## src/rtl/fcl_pro_stream.sv

```systemverilog
// fcl_pro_stream: streaming FC-layer MAC PE with shift/saturate output; FCL_PRO_RELU_EN clamps negative lanes to 0
module fcl_pro_stream #(
  parameter int WIDTH = 8,
  parameter int PARALLEL = 4,
  parameter int ACC_WIDTH = 24,
  parameter int MAX_IN = 1024
) (
  input  logic                          clk,
  input  logic                          rst,
  input  logic                          in_valid,
  output logic                          in_ready,
  input  logic                          in_last,
  input  logic [WIDTH-1:0]              in_data,
  input  logic [PARALLEL*WIDTH-1:0]     in_weight,
  input  logic [$clog2(ACC_WIDTH)-1:0]  shift,
  output logic                          out_valid,
  input  logic                          out_ready,
  output logic [PARALLEL*WIDTH-1:0]     out_data,
  output logic                          out_err,
  output logic                          busy
);
  localparam int SW = $clog2(ACC_WIDTH);
  localparam int CW = $clog2(MAX_IN + 1);
  localparam logic signed [ACC_WIDTH-1:0] MAXV = ACC_WIDTH'((1 << (WIDTH - 1)) - 1);
  localparam logic signed [ACC_WIDTH-1:0] MINV = ~MAXV;
  typedef enum logic {ACC, OUT} state_t;
  state_t state_q, state_d;
  logic first_q, first_d, out_err_q, out_err_d, take, frame_end;
  logic [SW-1:0] shift_q, shift_d, sh;
  logic [CW-1:0] cnt_q, cnt_d;
  logic signed [ACC_WIDTH-1:0] acc_q [PARALLEL];
  logic signed [ACC_WIDTH-1:0] acc_d [PARALLEL];
  logic signed [ACC_WIDTH-1:0] sum_w [PARALLEL];
  logic [PARALLEL*WIDTH-1:0] out_data_q, out_data_d, res_w;
  assign in_ready = state_q == ACC;
  assign out_valid = state_q == OUT;
  assign busy = !first_q || out_valid;
  assign out_data = out_data_q;
  assign out_err = out_err_q;
  assign take = in_valid && in_ready;
  assign frame_end = take && (in_last || cnt_q == CW'(MAX_IN - 1));
  assign sh = first_q ? shift : shift_q;
  for (genvar k = 0; k < PARALLEL; k++) begin : g_lane
    logic signed [2*WIDTH-1:0] prod;
    logic signed [ACC_WIDTH-1:0] pe, sum, shd;
    logic signed [WIDTH-1:0] sat, res;
    always_comb begin
      prod = $signed(in_data) * $signed(in_weight[k*WIDTH +: WIDTH]);
      pe = {{(ACC_WIDTH - 2*WIDTH){prod[2*WIDTH-1]}}, prod};
      sum = first_q ? pe : acc_q[k] + pe;
      shd = sum >>> sh;
      sat = shd > MAXV ? MAXV[WIDTH-1:0] : shd < MINV ? MINV[WIDTH-1:0] : shd[WIDTH-1:0];
`ifdef FCL_PRO_RELU_EN
      res = sat[WIDTH-1] ? '0 : sat;
`else
      res = sat;
`endif
    end
    assign sum_w[k] = sum;
    assign res_w[k*WIDTH +: WIDTH] = res;
  end
  always_comb begin
    state_d = state_q;
    first_d = first_q;
    shift_d = shift_q;
    cnt_d = cnt_q;
    acc_d = acc_q;
    out_data_d = out_data_q;
    out_err_d = out_err_q;
    if (take) begin
      acc_d = sum_w;
      cnt_d = cnt_q + 1'b1;
      first_d = 1'b0;
      shift_d = sh;
      if (frame_end) begin
        state_d = OUT;
        out_data_d = res_w;
        out_err_d = !in_last;
      end
    end
    if (out_valid && out_ready) begin
      state_d = ACC;
      first_d = 1'b1;
      cnt_d = '0;
    end
  end
  always_ff @(posedge clk) begin
    if (rst) begin
      state_q <= ACC;
      first_q <= 1'b1;
      shift_q <= '0;
      cnt_q <= '0;
      acc_q <= '{default: '0};
      out_data_q <= '0;
      out_err_q <= 1'b0;
    end else begin
      state_q <= state_d;
      first_q <= first_d;
      shift_q <= shift_d;
      cnt_q <= cnt_d;
      acc_q <= acc_d;
      out_data_q <= out_data_d;
      out_err_q <= out_err_d;
    end
  end
endmodule
```

## config.mk

```make
export PLATFORM = sky130hd
export DESIGN_NAME = fcl_pro_stream
export DESIGN_NICKNAME = d
export VERILOG_FILES = /design/src/rtl/fcl_pro_stream.sv
export SDC_FILE = /design/constraint.sdc
export NUM_CORES = 2
export LEC_CHECK = 0
export CAP_MARGIN = 20
export CORE_UTILIZATION = 60
export DETAILED_ROUTE_END_ITERATION = 7
export PLACE_DENSITY = 0.88
export SYNTH_ARGS = -nofsm -noshare
export SYNTH_HDL_FRONTEND = slang
export SYNTH_SLANG_ARGS = --single-unit
```

## constraint.sdc

```tcl
create_clock -name clk -period 18.57 [get_ports clk]
set_input_delay 1.857 -clock clk [delete_from_list [all_inputs] [get_ports clk]]
set_output_delay 1.857 -clock clk [all_outputs]
set_load 0.03 [all_outputs]
```

* After elaboration in Yosys (flattened, before gate mapping)
Cells that the tools add are included.
Word-level totals: register bits after elaboration 147, input bits 50, output and inout port bits 36, logic and storage cells 55
Cells by class: add/subtract/negate cells 5, $mul 4, order comparisons 8, equality and inequality tests 1, shifts and indexed selects 4, mux-type cells 13, bitwise operators 1, reductions and logical operators 9
Operators by type and width (number):
- adder 24 x 16 -> 24 bit | 4
- greater-than comparator 24 x 8 -> 1 bit, second input constant | 4
- < comparator 24 x 8 -> 1 bit, second input constant | 4
- two-way mux 24 bit | 4
- >>> shifter 24 x 5 -> 24 bit | 4
- multiplier 8 x 8 -> 16 bit | 4
- two-way mux 8 bit | 8
- adder 11 x 1 -> 11 bit, second input constant | 1
- equality test 11 x 10 -> 1 bit, second input constant | 1
- two-way mux 5 bit | 1
- logical AND 1 bit | 3
- zero test 1 bit | 2
- logical OR 1 bit | 2
- AND reduction 2 bit | 1
- OR reduction 2 bit | 1
- NOT 1 bit | 1

* Logic depth before layout (Yosys ltp)
depth after elaboration 7, mapped depth 35

* Least setup slack after synthesis
No wires, ideal clock.
kind input -> register, start point input in_data[7], end point register out_data_q[24] (netlist: out_data[24]), library setup time 0.143 ns, arrival time 9.633 ns, required time 18.427 ns, slack 8.794 ns, cell stages on the path 33, cells stage by stage clkbuf_1 nand2_1 inv_1 fa_1 inv_1 fa_1 inv_1 fa_1 inv_1 fa_1 inv_1 ha_1 nand2_1 o21ai_1 or3_1 o21a_4 xnor2_2 ha_1 clkbuf_1 a21oi_1 o21ai_1 a221oi_1 or3_1 o211ai_1 or3_1 buf_2 mux2_2 a211oi_2 nand4_1 nor3b_2 o221ai_2 o41ai_4 a211oi_1
Between the ends: longest elaborated chain between the ends 7, elaborated cells on any way between the ends 8
RTL lines:
- start, declared | RTL line 13 | input logic [WIDTH-1:0] in_data,
- multiplier 8 x 8 -> 16 bit (*) | RTL line 48 | prod = $signed(in_data) * $signed(in_weight[k*WIDTH +: WIDTH]);
- adder 24 x 16 -> 24 bit | RTL line 50 | sum = first_q ? pe : acc_q[k] + pe;
- two-way mux 24 bit (*) | RTL line 50
- >>> shifter 24 x 5 -> 24 bit (*) | RTL line 51 | shd = sum >>> sh;
- < comparator 24 x 8 -> 1 bit | RTL line 52 | sat = shd > MAXV ? MAXV[WIDTH-1:0] : shd < MINV ? MINV[WIDTH-1:0] : shd[WIDTH-1:0];
- two-way mux 8 bit | RTL line 52
- two-way mux 8 bit (*) | RTL line 52
- end signal, assigned | RTL line 102 | out_data_q <= out_data_d;
- end, declared | RTL line 34 | logic [PARALLEL*WIDTH-1:0] out_data_q, out_data_d, res_w;
Every way passes the cells marked *; elsewhere a longest branch is shown, timed or not. A chain may end at the register's enable or synchronous reset.

* Worst setup path after layout
start point input in_data[5], end point register out_data_q[11] (netlist: out_data[11])
Same word-level chain as after synthesis.

==> flow_metrics.tcl <==
set metrics [dict create \
    status "finished with violations" \
    violations "DRC" \
    setup_viol_count_final 0 \
    start_util_pct 60.7 \
    rr_startpoint "first_q" \
    clockRootBuffer "clkbuf_16" \
    synth.most_common_cell "inv_1" \
    whs_path_depth 2 \
    relSlewSlack_pct 20.0 \
    drc 11 \
    fp.dieW_um 225 \
    ys_top_cells_by_count "inv_1, nand2_1, nor2_1" \
    final-max-slew-violation-count 0 \
    cts_tree "done" \
    dp_cells 4600 \
    n_fill_cell 4247 \
    drt-total-wl_mm 99.7 \
    postCtsHoldBufs 0 \
    crit_start "in_data[5]" \
    rr_worst_depth 13 \
    grt_pass1_wl_mm 161 \
    dieArea_mm2 0.0505 \
    yosys_warnings 0 \
    finalCoreUtilization_pct 64.4 \
    grt_usage_pct 39.8 \
    num_vias 31294 \
    synth_top_area_cell "fa_1" \
    cts_resized 0 \
    min_period_over_period_pct 60.9 \
    syn_avg_cell_area_um2 7.33 \
    dp_hpwl_mm 72.9 \
    period_needed_ps 11310 \
    nNetsFinal 4452 \
    yosysSeqAreaShare_pct 9.90 \
    place_congestion 1.05 \
    fmax_mhz 88.4 \
    vias_per_cell 6.75 \
    crit_arrival_ps 11740 \
    synth-edff-count 0 \
    num_rows 81 \
    clock_latency_ps 480 \
    synth_nets 4549 \
    grt_start_max_net_pins 94 \
    r2r_end "out_data[20]" \
    fin_cells 4635 \
    end_kind "flip-flop" \
    worst_slew_pin_slew_ps 1200 \
    cts_made_buffers 17 \
    cts_setup_buffers 0 \
    io_buffers 85 \
    rsz0062_at_grt "false" \
    cp_slowest_stage_delay_ps 890 \
    place_ws_ps 6500 \
    clk_pin_slew_ps 80 \
    drive_above_1_share_pct 4.69 \
    cts_sinks 147 \
    ioPinCount 86 \
    crit_end "out_data[11]" \
    slowest_stage "xnor2_1" \
    setup_tns_ps 0 \
    hold_viol 0 \
    die_h_um 225 \
    grt-ovfl-total 0 \
    wire_per_inst_um 21.5 \
    htree_levels 4 \
    coreArea_mm2 0.0490 \
    worstHoldPathType "reg -> reg" \
    cp_num_cells 30 \
    first_global_vias 30854 \
    clk_path_buf_depth 2 \
    synth_seq_cells 147 \
    synth_area_leaders "fa_1, dfxtp_1, ha_1" \
    async_flop_share_pct 0 \
    antenna_found_initial 0 \
    cp_max_fo 14 \
    synth.top_cell.area_share_pct 15.1 \
    regToRegSetupSlack_ps 12350 \
    path_class "in -> reg" \
    synth_cell_types 110 \
    drt_iter0_drc 3305 \
    syn_area_mm2 0.0297 \
    critical_path.top_delay_family "adder cells" \
    fin_ws_ps 7260 \
    dr.pass1.iters 8 \
    syn-instance-count 4054 \
    drtAntennaViolNets 0 \
    syn2layout_area_growth_pct 5.96 \
    cp-start-kind "primary input" \
    clock-skew-final_ps 10.6 \
    maxCapViolCount 0 \
    synthFlopType "dfxtp_1" \
    cp_data_required_time_ps 19000 \
    worst-path-buf-inv 5 \
]
[registers in the layout, indices dropped and copies added, names as in the netlist]
| signal | count |
|---|---|
| acc_q | 96 |
| cnt_q | 11 |
| first_q | 1 |
| out_data | 32 |
| out_err | 1 |
| out_valid | 1 |
| shift_q | 5 |
[per-layer routing]
layer | wire length [um] | GRT usage, %
met2 | 46000 | 65.5
met1 | 37700 | 47.3
met5 | 0 | 0
met3 | 9490 | 8.37
met4 | 6590 | 24.9
[worst min-delay path, delay by kind of cell, from the launching register on]
family           cells  cell delay [ps]
AND/OR/NAND/NOR      1               50
flip-flops           1              320
AO/OA/AOI/OAI        1               50
[through the flow]
stage          hold WS (ps)  cell area, um^2
2_1_floorplan           436            29700
3_3_place_gp            445            30900
3_5_place_dp            451            30900
4_1_cts                 462            31500
5_1_grt                 490            31500
6_report                464            31500
[logic make-up (layout without fill, tap and decap cells)]
| family | Yosys count | count (layout) | synth area share, % |
|---|---|---|---|
| AND/OR/NAND/NOR | 1418 | 1418 | 23.1 |
| buffers and inverters | 633 | 549 | 8.08 |
| AO/OA/AOI/OAI | 1188 | 1188 | 27.3 |
| XOR/XNOR | 120 | 120 | 3.59 |
| multiplexers | 103 | 103 | 3.60 |
| flip-flops | 147 | 147 | 9.90 |
| other | 0 | 1 | 0 |
| adder cells (fa/ha/maj) | 445 | 445 | 24.4 |
[layout make-up]
cell class | instances | area (um^2) | share of cell area [%]
multi-input combinational | 3274 | 24500 | 77.6
inverter | 386 | 1450 | 4.60
clock inverter | 14 | 160 | 0.508
tap | 664 | 831 | 2.64
antenna | 1 | 2.50 | 0.00794
sequential | 147 | 2950 | 9.35
timing repair buffer | 131 | 1210 | 3.85
clock buffer | 18 | 439 | 1.39
[worst min path at each step]
stage	start	endpoint
after floorplan	acc_q[93]	acc_q[93]
after global placement	out_data[31]	out_data[31]
after detailed placement	out_data[7]	out_data[7]
after CTS	out_data[7]	out_data[7]
after global routing	out_data[31]	out_data[31]
final	out_data[7]	out_data[7]
[cells in the final DEF (no fill, tap or decap), types with 24 or more instances in the layout]
cell type          n
a211oi_1         126
a21o_1            42
a21oi_1          273
a22oi_1           24
a31oi_1           41
and2_1           206
buf_4             46
clkdlybuf4s50_1   84
dfxtp_1          146
fa_1             224
ha_1             221
inv_1            383
mux2_2            24
mux2i_1           73
nand2_1          376
nand2b_1          31
nand3_1           74
nand4_1           50
nor2_1           371
nor2b_1           36
nor3_1           111
nor4_1            28
o211ai_1          91
o21a_1            36
o21ai_0          214
or2_2             24
or3_1             25
xnor2_1           79
xor2_1            39
Power is not shown: default switching activity piles up to over one toggle a cycle in this logic, so the estimate is an artifact.
==> edit: new RTL, config.mk and constraints unchanged <==
Change the parameter `PARALLEL` from 4 to 2.
--- a/src/rtl/fcl_pro_stream.sv
+++ b/src/rtl/fcl_pro_stream.sv
@@ -2,5 +2,5 @@
 module fcl_pro_stream #(
   parameter int WIDTH = 8,
-  parameter int PARALLEL = 4,
+  parameter int PARALLEL = 2,
   parameter int ACC_WIDTH = 24,
   parameter int MAX_IN = 1024
Interface: changed (resized in_weight and out_data); port bits go from 86 to 54. The function was not compared with the original's and may differ.
==> edit against the unedited design <==
- via count shrank 49%
- final area shrank 48%
- setup slack lost 0.39 ns
- synthesized area shrank 48%
- hold slack gained 0.011 ns
- core utilization grew 0.84 points
- sequential cell count shrank 64
- first-iteration DRC count shrank 48%
- routed wire length shrank 52%
- maximum frequency shrank 3.4%
- register-to-register slack gained 0.68 ns
- critical path type unchanged
- largest cell class unchanged
Power is not shown: default switching activity piles up to over one toggle a cycle in this logic, so the estimate is an artifact.
==> edit: results (changes against the unedited design) <==
- Synth unique cells: 89 (-19%)
- Port-buffer cells: 53 (-38%)
- Mapped Nets: 2356 (-48%)
- Result of the run: finished, final reports clean
- Max FFs per register: 48 (-50%)
- Clock Skew: 0.0137 ns (+0.00310 ns)
- Count of antenna diodes in the layout: 0 (-1)
- Final Net Count: 2322 (-48%)
- Top cells by instance count after synthesis: sky130_fd_sc_hd__nand2_1, sky130_fd_sc_hd__inv_1, sky130_fd_sc_hd__nor2_1
- Maximum cell stage delay along the critical path: 0.83 ns (-0.06 ns)
- Worst slew pin tran: 1.01 ns (-0.184 ns)
- Largest net degree at the start of global routing: 83 (-12%)
- Via count normalized by instance count: 6.70 (-0.83%)
- Insertion delay of the later-clocked pin in the worst-skew pair: 0.37 ns (-0.11 ns)
- Routability cong.: 1.00 (-4.7%)
- Largest fanout of any net on the critical path: 16 (+2)
- Top area cells in the synthesized netlist: sky130_fd_sc_hd__fa_1, sky130_fd_sc_hd__dfxtp_1, sky130_fd_sc_hd__ha_1
- FILL cells: 2228 (-48%)
- Combined global-route utilization of all metal layers: 0.360 (-0.0374)
- Post-detail-place hpwl: 36700 um (-50%)
- Via count of the first global-routing pass: 15.0k (-51%)
- First DRT Iteration DRCs: 1731 (-48%)
- Share of layout cells above drive strength 1: 0.0401 (-0.00675)
- Sequential element share of the synthesized area: 0.107 (+0.00812)
- Post_cts resized: 0 (unchanged)
- Number of detailed-routing iterations run before antenna repair: 6 (-2)
[edit: cells by family (layout without fill, tap and decap cells)]
logic type / count (synthesis) / in the layout / share of synthesized area
multiplexers: 49 / 49 / 0.0350
AO/OA/AOI/OAI: 624 / 624 / 0.277
AND/OR/NAND/NOR: 737 / 737 / 0.234
buffers and inverters: 324 / 295 / 0.0795
adder cells (fa/ha/maj): 223 / 223 / 0.234
XOR/XNOR: 59 / 59 / 0.0333
flip-flops: 83 / 83 / 0.107
[edit: final cells by class]
| cell class | instances | share of cell area |
|---|---|---|
| tap | 330 | 0.0251 |
| timing repair buffer | 73 | 0.0410 |
| clock inverter | 7 | 0.00342 |
| inverter | 206 | 0.0470 |
| multi-input combinational | 1692 | 0.769 |
| sequential | 83 | 0.101 |
| clock buffer | 9 | 0.0137 |
[edit: path summary, 6_finish.rpt]
| kind | slack (ns) | end | depth (start not counted) | from |
|---|---|---|---|---|
| max | 6.86 | out_data[10] | 28 | in_data[7] |
| min | 0.48 | acc_q[36] | 2 | acc_q[36] |
| max reg2reg | 13.03 | out_data[3] | 13 | first_q |
| min reg2reg | 0.48 | acc_q[36] | 2 | acc_q[36] |
[edit: worst min-delay path: stages, from the launching register on]
cell	delay, ns
sky130_fd_sc_hd__dfxtp_1	0.32
sky130_fd_sc_hd__nand2_1	0.05
sky130_fd_sc_hd__a21oi_1	0.05
[edit: routing by layer]
| layer | GRT usage | wire [um] | vias to the layer above | part of all wire |
|---|---|---|---|---|
| met5 | 0 | 0 | - | 0 |
| met4 | 0.158 | 1930 | 0 | 0.041 |
| met3 | 0.0458 | 3990 | 131 | 0.084 |
| met2 | 0.589 | 21900 | 852 | 0.46 |
| met1 | 0.476 | 19800 | 7611 | 0.42 |
| li1 | - | - | 7476 | - |
[edit: through the flow]
stage	hold slack [ns]	cells	setup WS (ns)	utilization	area, sq um
floorplan	0.441	2099	8.85	-	15500
global placement	0.451	2384	7.03	0.641	16200
detailed placement	0.463	2384	6.72	0.641	16200
CTS	0.476	2400	7.09	0.652	16500
global route	0.496	2400	6.25	0.652	16500
finish	0.475	2400	6.86	0.652	16500
